`config.mk`:
```
export PLATFORM = sky130hd
export DESIGN_NAME = int8_div_seq
export DESIGN_NICKNAME = d
export VERILOG_FILES = /design/src/rtl/int8_div_seq.sv
export SDC_FILE = /design/constraint.sdc
export NUM_CORES = 1
export LEC_CHECK = 0
export BUFFER_PORTS_ARGS = -buffer_cell sky130_fd_sc_hd__buf_2
export CORE_MARGIN = 1
export CORE_UTILIZATION = 54
export CTS_CLUSTER_SIZE = 16
export DETAILED_ROUTE_END_ITERATION = 16
export PLACE_DENSITY = 0.79
export SYNTH_ARGS = -nofsm -noshare
export SYNTH_HDL_FRONTEND = slang
export SYNTH_SLANG_ARGS = --single-unit
```
`constraint.sdc`:
```
create_clock -name clk -period 2.2 [get_ports clk]
set_input_delay 0.33 -clock clk [delete_from_list [all_inputs] [get_ports clk]]
set_output_delay 0.33 -clock clk [all_outputs]
set_load 0.05 [all_outputs]
```
`src/rtl/int8_div_seq.sv`:
```
// int8_div_seq: sequential radix-4 divider, 16-bit dividend / 8-bit divisor -> 8-bit quotient + remainder.
// Define INT8_DIV_SIGNED_EN for two's-complement operands with truncating division.
module int8_div_seq #(
   parameter bit HOLD_RSLT = 1'b1
) (
   input  logic        clk,
   input  logic        rst,
   input  logic        iEn,
   input  logic [15:0] iDvd,
   input  logic [7:0]  iDvs,
   output logic        oBusy,
   output logic        oVld,
   output logic [7:0]  oQuo,
   output logic [7:0]  oRem,
   output logic        oOvf
);
   typedef enum logic [1:0] {IDLE, PRE, ITER, DONE} state_t;

   state_t      state, state_nx;
   logic [1:0]  cnt;
   logic        busy, accept;
   logic [15:0] dvd_in;
   logic [7:0]  dvs_in;
   logic [15:0] mag_dvd;
   logic [7:0]  mag_dvs;
   logic [7:0]  d1;
   logic [8:0]  d2;
   logic [9:0]  d3;
   logic [7:0]  r, lo, quo;
   logic        err;
   logic [9:0]  x;
   logic [1:0]  q;
   logic [7:0]  r_nx;
   logic [7:0]  res_quo, res_rem;
   logic        res_ovf;
   logic        vld_r, ovf_r;
   logic [7:0]  quo_r, rem_r;

   assign busy   = (state == PRE) || (state == ITER);
   assign accept = iEn && !busy;

`ifdef INT8_DIV_SIGNED_EN
   logic       neg_q, neg_r, sovf;
   logic [7:0] sq, sr;
   assign mag_dvd = dvd_in[15] ? 16'(-dvd_in) : dvd_in;
   assign mag_dvs = dvs_in[7]  ? 8'(-dvs_in)  : dvs_in;
   assign neg_q   = dvd_in[15] ^ dvs_in[7];
   assign neg_r   = dvd_in[15];
   assign sq      = neg_q ? 8'(-quo) : quo;
   assign sr      = neg_r ? 8'(-r)   : r;
   // -128 is representable, +128 is not
   assign sovf    = neg_q ? (quo > 8'd128) : (quo > 8'd127);
`else
   assign mag_dvd = dvd_in;
   assign mag_dvs = dvs_in;
`endif

   // state register
   always_ff @(posedge clk or negedge rst) begin
      if (!rst) state <= IDLE;
      else      state <= state_nx;
   end

   // next state
   always_comb begin
      state_nx = state;
      case (state)
         IDLE:    if (accept) state_nx = PRE;
         PRE:     state_nx = ITER;
         ITER:    if (cnt == 2'd3) state_nx = DONE;
         DONE:    state_nx = accept ? PRE : IDLE;
         default: state_nx = IDLE;
      endcase
   end

   // one radix-4 step: pick the largest multiple that fits under X
   always_comb begin
      x = {r, lo[7:6]};
      if (x >= d3) begin
         q = 2'd3; r_nx = 8'(x - d3);
      end else if (x >= {1'b0, d2}) begin
         q = 2'd2; r_nx = 8'(x - {1'b0, d2});
      end else if (x >= {2'b0, d1}) begin
         q = 2'd1; r_nx = 8'(x - {2'b0, d1});
      end else begin
         q = 2'd0; r_nx = x[7:0];
      end
   end

   always_ff @(posedge clk or negedge rst) begin
      if (!rst) begin
         dvd_in <= '0; dvs_in <= '0;
         d1 <= '0; d2 <= '0; d3 <= '0;
         r <= '0; lo <= '0; quo <= '0; err <= 1'b0; cnt <= '0;
      end else begin
         if (accept) begin
            dvd_in <= iDvd;
            dvs_in <= iDvs;
         end
         case (state)
            PRE: begin
               d1  <= mag_dvs;
               d2  <= {mag_dvs, 1'b0};
               d3  <= {2'b0, mag_dvs} + {1'b0, mag_dvs, 1'b0};
               r   <= mag_dvd[15:8];
               lo  <= mag_dvd[7:0];
               err <= (mag_dvs == 8'd0) || (mag_dvd[15:8] >= mag_dvs);
               quo <= '0;
               cnt <= '0;
            end
            ITER: begin
               r   <= r_nx;
               lo  <= {lo[5:0], 2'b00};
               quo <= {quo[5:0], q};
               cnt <= cnt + 2'd1;
            end
            default: ;
         endcase
      end
   end

   always_comb begin
      res_quo = quo;
      res_rem = r;
      res_ovf = 1'b0;
`ifdef INT8_DIV_SIGNED_EN
      res_quo = sq;
      res_rem = sr;
      if (!err && sovf) begin
         res_quo = neg_q ? 8'h80 : 8'h7F;
         res_rem = dvd_in[7:0];
         res_ovf = 1'b1;
      end
`endif
      if (err) begin
         res_quo = 8'hFF;
         res_rem = dvd_in[7:0];
         res_ovf = 1'b1;
      end
   end

   // result formatted in DONE, presented from the output registers on the following cycle
   always_ff @(posedge clk or negedge rst) begin
      if (!rst) begin
         vld_r <= 1'b0; quo_r <= '0; rem_r <= '0; ovf_r <= 1'b0;
      end else begin
         vld_r <= (state == DONE);
         if (state == DONE) begin
            quo_r <= res_quo;
            rem_r <= res_rem;
            ovf_r <= res_ovf;
         end
      end
   end

   // outputs
   always_comb begin
      oBusy = busy;
      oVld  = vld_r;
      oQuo  = quo_r;
      oRem  = rem_r;
      oOvf  = ovf_r;
      if (!HOLD_RSLT && !vld_r) begin
         oQuo = '0;
         oRem = '0;
         oOvf = 1'b0;
      end
   end
endmodule
```
==> results of run 1 <==
## timing repair
action / 4_1_cts / 5_1_grt
gates cloned: 1 / 0
pin swaps: 6 / 7
setup buffers: 7 / 3
gates resized for setup: 12 / 11
setup endpoints to repair: 9 / 14
## sequential cells by signal, indices dropped and copies added, names as in the netlist
name / flops
oVld: 1
r: 8
oRem: 8
oQuo: 8
lo: 8
oOvf: 1
d3: 9
dvs_in: 8
cnt: 2
dvd_in: 16
d1: 8
err: 1
state: 2
quo: 8
## worst min-delay path by stage
stage | start | to
floorplan | rst | cnt[0]
global placement | rst | dvs_in[5]
detailed placement | rst | dvs_in[4]
CTS | rst | d3[3]
global route | rst | dvs_in[4]
finish | rst | d1[3]
## stage by stage
step | instance area [µm²] | cells | setup WS [ps]
after floorplan | 5369 | 537 | -77.65
after global placement | 6137 | 748 | -121.7
after detailed placement | 6137 | 748 | -186.2
after CTS | 6427 | 772 | -163.0
after global routing | 6485 | 774 | -346.5
final | 6485 | 774 | -236.3
## metal layers
layer  vias up  part of all wire
met1      2086              0.44
li1       2099                 -
met3        32             0.041
met4         0             0.030
met2       116              0.48
met5         -                 0
## kinds of logic after synthesis
family                   count (synthesis)  share of synthesized area
adder cells (fa/ha/maj)                 56                     0.1370
AND/OR/NAND/NOR                        113                     0.1030
multiplexers                            39                    0.07766
XOR/XNOR                                17                    0.02792
AO/OA/AOI/OAI                          156                     0.1910
buffers and inverters                   68                    0.05045
flip-flops                              88                     0.4130
## final cells by class
class                      instances  area, µm²  share of cell area
multi-input combinational        381       2965              0.4573
sequential                        88       2203              0.3398
timing repair buffer             113      793.3              0.1223
inverter                          47      176.4             0.02720
tap                              129      161.4             0.02489
clock buffer                      10      127.6             0.01968
clock inverter                     6      57.56            0.008875
## Yosys cell counts, drive strengths merged (3+ instances only)
cell type / instances / area share
a211oi: 5 / 0.0099
a21o: 13 / 0.018
a21oi: 52 / 0.051
a22oi: 4 / 0.0056
a31oi: 3 / 0.0047
buf: 6 / 0.0068
clkbuf: 15 / 0.011
dfrtp: 88 / 0.41
fa: 4 / 0.015
ha: 52 / 0.12
inv: 47 / 0.033
mux2: 19 / 0.040
mux2i: 20 / 0.038
nand2: 38 / 0.027
nand2b: 7 / 0.0082
nand3b: 3 / 0.0066
nand4: 4 / 0.0047
nor2: 41 / 0.029
nor2b: 5 / 0.0073
o21a: 3 / 0.0042
o21ai: 47 / 0.046
o21bai: 4 / 0.0056
o221ai: 3 / 0.0061
o22ai: 8 / 0.0094
xnor2: 12 / 0.020
xor2: 5 / 0.0082
## worst max-delay path: stages, from the launching register on
cell and delay, ps:
dfrtp_1 400, inv_2 90, ha_4 150, inv_2 40, fa_2 330, a21o_1 190, a221oi_2 310, a31oi_2 170
a21oi_2 240, mux2_4 330, o221ai_2 120
==> flow_metrics.env, run 1 <==
export IMPL_max_slew_margin_rel=0.4888
export IMPL_place_port_buffers=45
export IMPL_grt_pass1_wl_um=22180
export IMPL_die_y_um=101.4
export IMPL_synth_seq_area_share=0.4130
export IMPL_grtUsageTotal=0.2869
export IMPL_max_cap_viol_count=0
export IMPL_die_w_um=101.4
export IMPL_drtAntennaViolNets=0
export IMPL_overflow=0
export IMPL_r2r_end="r[0]"
export IMPL_cts_root_buf="clkbuf_8"
export IMPL_die_area_um2=10280
export IMPL_wl_per_cell_um=17.45
export IMPL_cts_max_level=3
export IMPL_synth_net_count=620
export IMPL_yosys_most_used_dff="dfrtp_1"
export IMPL_use_met2=0.4715
export IMPL_rr_startpoint="lo[6]"
export IMPL_setup_slack_ps=-236.3
export IMPL_worstSetupPathType="reg -> reg"
export IMPL_cts_made_buffers=9
export IMPL_drv_slew=0
export IMPL_endpoint="r[0]"
export IMPL_required_ps=2480
export IMPL_min_period_ps=2436
export IMPL_fin_worst_hold_slack_ps=8.508
export IMPL_synth_edf_count=0
export IMPL_hold_viol=0
export IMPL_cts_tree="done"
export IMPL_setup_viol=9
export IMPL_synthArstFlopShare=1.000
export IMPL_violations="setup timing"
export IMPL_area_delta_synth_final_pct=21.61
export IMPL_status="finished, violations left"
export IMPL_critPathLaunchType="flop"
export IMPL_viasPerCell=5.598
export IMPL_synth_distinct_cells=61
export IMPL_grt_pass1_vias=4433
export IMPL_gp_congestion=0.9641
export IMPL_dpl_hpwl_um=10210
export IMPL_grt_setup_unrepaired="yes"
export IMPL_clkLatencyLatePin_ps=370
export IMPL_final_common_cell="dfrtp_1"
export IMPL_wirelength_um=13510
export IMPL_dr_total_vias=4333
export IMPL_grt_use_met1=0.3815
export IMPL_rows=35
export IMPL_core_area_um2=9415
export IMPL_clockBufferDepth=2
export IMPL_synth_area_per_cell_um2=9.930
export IMPL_max_freq_mhz=410.5
export IMPL_final_cell_mix="dfrtp_1, buf_4, a21oi_1, ha_1, inv_1"
export IMPL_worstMarginPinSlew_ps=766.9
export IMPL_nets=723
export IMPL_grt_antenna_before_repair=0
export IMPL_drt_pass1_iter_count=4
export IMPL_ctsHoldBuffers=0
export IMPL_grt_most_used_layer="met2"
export IMPL_utilization=0.6888
export IMPL_tns_ps=-1589
export IMPL_ys_seq_elements=88
export IMPL_drive_gt1_frac=0.2899
export IMPL_syn_inst=537
export IMPL_worstHoldPathType="in -> async"
export IMPL_grt_met3_usage=0.04417
export IMPL_crit_start="lo[6]"
export IMPL_drc=0
export IMPL_cts_num_sinks=88
export IMPL_start_util=0.5664
export IMPL_ios=46
export IMPL_r2r_setup_slack_ps=-240
export IMPL_nFillCells=731
export IMPL_drt_iter0_drc=287
export IMPL_grt_max_degree=51
export IMPL_end_kind="flop"
export IMPL_ys_warn_count=0
export IMPL_synth_area_um2=5333
export IMPL_post_route_period_util=1.107
export IMPL_crit_fanout=3
export IMPL_clk_pin_slew_ps=100
export IMPL_worst_clock_skew_ps=10.87
export IMPL_cp_arrival_ps=2720
export IMPL_antenna_cells=0
export IMPL_ff2ff_path_depth=10
Power of run 1 is not shown: default switching activity piles up to over one toggle a cycle in this logic, so the estimate is an artifact.
==> run 2, diff against run 1 <==
Settings changed: CORE_UTILIZATION 54 to 55, PLACE_DENSITY 0.79 to 0.77, SLEW_MARGIN set to 20.
Clock period 2.2 ns to 2.75 ns, I/O delays scaled along.
==> flow_metrics.env, run 2 (synthesized netlist as in run 1, its figures left out) <==
export IMPL_cp_cell_sequence="inv_1 -> ha_2 -> inv_1 -> fa_1 -> a21o_1 -> a221oi_4 -> a31oi_4 -> a21oi_2 -> mux2_1 -> o221ai_2"
export IMPL_grt_setup_unrepaired="no"
export IMPL_core_area_um2=9328
export IMPL_nFillCells=772
export IMPL_clk_pin_slew_ps=90
export IMPL_wl_per_cell_um=17.53
export IMPL_worstSetupPathType="reg -> reg"
export IMPL_ctsHoldBuffers=0
export IMPL_nets=674
export IMPL_max_freq_mhz=381.2
export IMPL_viasPerCell=5.749
export IMPL_drt_pass1_iter_count=5
export IMPL_dr_total_vias=4168
export IMPL_instances_no_fill=725
export IMPL_worstMarginPinSlew_ps=842.4
export IMPL_worstHoldPathType="in -> async"
export IMPL_wirelength_um=12710
export IMPL_status="complete, no violations"
export IMPL_dpl_hpwl_um=9781
export IMPL_area_delta_synth_final_pct=12.41
export IMPL_cp_arrival_ps=2910
export IMPL_grt_pass1_vias=4098
export IMPL_clockBufferDepth=2
export IMPL_fin_worst_hold_slack_ps=53.89
export IMPL_drc=0
export IMPL_r2r_end="r[0]"
export IMPL_cts_root_buf="clkbuf_8"
export IMPL_required_ps=3030
export IMPL_grt_pass1_wl_um=21030
export IMPL_min_period_ps=2624
export IMPL_slowest_stage="dfrtp_1"
export IMPL_rr_startpoint="lo[6]"
export IMPL_cts_tree="done"
export IMPL_ios=46
export IMPL_gp_congestion=0.9944
export IMPL_grt_max_degree=47
export IMPL_drive_gt1_frac=0.1980
export IMPL_top_register="dvd_in"
export IMPL_largest_reg_flops=16
export IMPL_post_place_cells=708
export IMPL_critPathLaunchType="flop"
export IMPL_r2r_setup_slack_ps=130
export IMPL_max_slew_margin_rel=0.4384
export IMPL_post_route_period_util=0.9540
export IMPL_grtUsageTotal=0.2744
export IMPL_die_w_um=100.5
export IMPL_clkLatencyLatePin_ps=370
export IMPL_drt_iter0_drc=274
export IMPL_hold_viol=0
export IMPL_tns_ps=0
export IMPL_grt_antenna_before_repair=0
export IMPL_crit_fanout=4
export IMPL_cts_max_level=3
export IMPL_overflow=0
export IMPL_start_util=0.5717
export IMPL_cts_num_sinks=88
export IMPL_max_cap_viol_count=0
export IMPL_place_port_buffers=45
export IMPL_cts_made_buffers=9
export IMPL_rows=35
export IMPL_end_kind="flop"
export IMPL_largestRegisters="dvd_in (16), d3 (9)"
export IMPL_worst_clock_skew_ps=13.37
export IMPL_antenna_cells=0
export IMPL_crit_top_cell="inv_1"
export IMPL_setup_viol=0
export IMPL_max_stage_delay_ps=400
export IMPL_die_area_um2=10090
export IMPL_final_cell_mix="dfrtp_1, ha_1, a21oi_1, inv_1, buf_2"
export IMPL_ff2ff_path_depth=10
export IMPL_final_common_cell="dfrtp_1"
export IMPL_drv_slew=0
export IMPL_die_y_um=100.5
export IMPL_drtAntennaViolNets=0
run 2: cell count changes in the layout (fill, tap and decap cells not counted), sizes merged:
cell  delta
buf     -49
run 2: stage by stage:
| stage | area [µm²] | setup WS [ps] | utilization |
|---|---|---|---|
| after floorplan | 5333 | 321.3 | - |
| after global placement | 5779 | 104.8 | 0.6196 |
| after detailed placement | 5779 | 73.17 | 0.6196 |
| after CTS | 5964 | 54.19 | 0.6394 |
| after global routing | 5995 | 1.970 | 0.6427 |
| final | 5995 | 126.4 | 0.6427 |
run 2: worst max-delay path by stage:
stage                     slack, ps   from  cells after the start  endpoint
after detailed placement         70  lo[6]                     10      r[0]
after global placement          100  lo[6]                     10      r[0]
after global routing              2  lo[6]                     10      r[0]
after floorplan                 320  lo[6]                     10      r[0]
final                           130  lo[6]                     10      r[0]
after CTS                        50  lo[6]                     10      r[0]
run 2: timing repair:
item,in CTS,in global routing
resized for setup,0,3
buffers inserted,0,1
endpoints found under the setup margin,0,3
run 2: worst max-delay path, delay by kind of cell (launching register included):
kind	cells	cell delay, ps
multiplexers	1	350
flip-flops	1	400
adder cells (fa/ha/maj)	2	620
AO/OA/AOI/OAI	5	1040
buffers and inverters	2	140
run 2: layout make-up:
class                      instances  area (µm²)  share of cell area
clock buffer                      10       127.6             0.02129
inverter                          47       176.4             0.02943
sequential                        88        2202              0.3674
timing repair buffer              64       382.9             0.06387
tap                              129       161.4             0.02693
clock inverter                     6       57.56            0.009601
multi-input combinational        381        2887              0.4815
run 2: per-layer routing:
| metal | global-route usage | up-vias | part of all wire |
|---|---|---|---|
| met1 | 0.3767 | 2023 | 0.45 |
| met2 | 0.4399 | 119 | 0.48 |
| met4 | 0.1014 | 0 | 0.022 |
| met3 | 0.04577 | 29 | 0.043 |
| met5 | 0 | - | 0 |
| li1 | - | 1997 | - |
Power of run 2 is left out for the same reason.
==> run 3, diff against run 2 <==
Settings changed: CORE_UTILIZATION 55 to 54, CTS_CLUSTER_SIZE 16 to 30, PLACE_DENSITY 0.77 to 0.84.
Clock period 2.75 ns to 2.15 ns, I/O delays scaled along.
==> flow_metrics.env, run 3 (synthesized netlist as in run 1, its figures left out) <==
export IMPL_cp_arrival_ps=2670
export IMPL_drtAntennaViolNets=0
export IMPL_rr_startpoint="lo[6]"
export IMPL_max_cap_viol_count=0
export IMPL_required_ps=2410
export IMPL_hold_end="dvs_in[2]"
export IMPL_grtUsageTotal=0.2875
export IMPL_top_register="dvd_in"
export IMPL_r2r_setup_slack_ps=-250
export IMPL_critPathLaunchType="flop"
export IMPL_clk_pin_slew_ps=90
export IMPL_nets=733
export IMPL_status="finished, violations left"
export IMPL_grt_pass1_wl_um=22460
export IMPL_grt_antenna_before_repair=0
export IMPL_cts_made_buffers=9
export IMPL_clockBufferDepth=2
export IMPL_holdCritStartpoint="iDvs[2]"
export IMPL_min_period_ps=2403
export IMPL_setup_slack_ps=-252.5
export IMPL_antenna_cells=0
export IMPL_max_stage_delay_ps=400
export IMPL_drive_gt1_frac=0.2966
export IMPL_cp_cell_sequence="inv_2 -> ha_4 -> inv_2 -> fa_2 -> a21o_1 -> a221oi_4 -> a31oi_4 -> buf_4 -> and2b_1 -> a211oi_2 -> a211oi_2"
export IMPL_place_ws_ps=-235.3
export IMPL_cts_root_buf="clkbuf_8"
export IMPL_max_slew_margin_rel=0.4764
export IMPL_max_freq_mhz=416.2
export IMPL_drt_pass1_iter_count=5
export IMPL_cts_max_level=3
export IMPL_grt_max_degree=55
export IMPL_rows=35
export IMPL_overflow=0
export IMPL_timing_critical_path_buf_inv=3
export IMPL_post_route_period_util=1.117
export IMPL_cts_tree="done"
export IMPL_crit_fanout=11
export IMPL_die_area_um2=10280
export IMPL_area_delta_synth_final_pct=23.70
export IMPL_die_y_um=101.4
export IMPL_end_kind="flop"
export IMPL_place_port_buffers=45
export IMPL_start_util=0.5664
export IMPL_gp_congestion=0.9122
export IMPL_final_cell_mix="dfrtp_1, buf_4, a21oi_1, ha_1, inv_1"
export IMPL_cts_num_sinks=88
export IMPL_crit_start="lo[6]"
export IMPL_viasPerCell=5.711
export IMPL_clkLatencyLatePin_ps=360
export IMPL_grt_setup_unrepaired="yes"
export IMPL_min_path_cells=3
export IMPL_die_w_um=101.4
export IMPL_final_common_cell="dfrtp_1"
export IMPL_grt_pass1_vias=4532
export IMPL_drc=0
export IMPL_worstHoldPathType="in -> reg"
export IMPL_slowest_stage="dfrtp_1"
export IMPL_worstSetupPathType="reg -> reg"
export IMPL_worstMarginPinSlew_ps=785.4
export IMPL_wirelength_um=13700
export IMPL_hold_viol=0
export IMPL_setup_viol=9
export IMPL_core_area_um2=9415
export IMPL_ios=46
export IMPL_worst_clock_skew_ps=10.21
export IMPL_drv_slew=0
export IMPL_violations="setup timing"
export IMPL_dpl_hpwl_um=10200
export IMPL_wl_per_cell_um=17.49
export IMPL_largestRegisters="dvd_in (16), d3 (9)"
export IMPL_dr_total_vias=4472
export IMPL_nFillCells=687
export IMPL_critical_path_top_delay_family="compound AO/OA/AOI/OAI gates"
export IMPL_r2r_end="r[5]"
export IMPL_ff2ff_path_depth=11
export IMPL_largest_reg_flops=16
export IMPL_drt_iter0_drc=286
-- run 3: worst max-delay path by stage --
stage	end	cells past startpoint
6_report	r[5]	11
5_1_grt	r[0]	10
4_1_cts	r[0]	10
3_5_place_dp	r[0]	10
3_3_place_gp	r[0]	10
2_1_floorplan	r[0]	10
-- run 3: final cells by class --
cell class / count / area, µm² / share of cell area
repair buffers: 123 / 838.3 / 0.1271
multi-input cells: 381 / 2977 / 0.4513
inverters: 47 / 176.4 / 0.02675
clock buffers: 9 / 123.9 / 0.01878
well taps: 129 / 161.4 / 0.02447
flip-flops and latches: 88 / 2203 / 0.3340
clock inverters: 6 / 116.4 / 0.01764
-- run 3: tightest hold or removal path: cells and delay by family --
kind,cells,cell delay (ps)
AOI/OAI and AO/OA,1,50
buffers and inverters,1,70
and+or+nand+nor,1,30
-- run 3: routing by layer --
layer / share of wire / vias to the layer above / routed length, µm / GRT usage
met5: 0 / - / 0 / 0
met4: 0.030 / 0 / 406 / 0.1349
met3: 0.054 / 42 / 742 / 0.05176
met2: 0.49 / 181 / 6660 / 0.4631
met1: 0.43 / 2143 / 5887 / 0.3785
li1: - / 2106 / - / -
-- run 3: timing repair --
item                       in CTS  in global routing
setup endpoints to repair      10                 12
hold endpoints to repair       34                  0
resized for setup               7                 11
pin swaps                       3                  4
buffers inserted                5                  4
gates cloned                    0                  0
hold buffers                    1                  0
-- run 3: metrics by stage --
step	area [µm²]	util	hold WS (ps)	std cells	TNS, ps
after floorplan	5371	-	26.91	537	-277.2
after global placement	6205	0.6590	298.8	760	-956.5
after detailed placement	6205	0.6590	308.1	760	-1412
after CTS	6511	0.6916	156.2	780	-1300
after global routing	6596	0.7006	172.8	783	-2680
final	6596	0.7006	163.0	783	-1642
Power of run 3 is left out for the same reason.
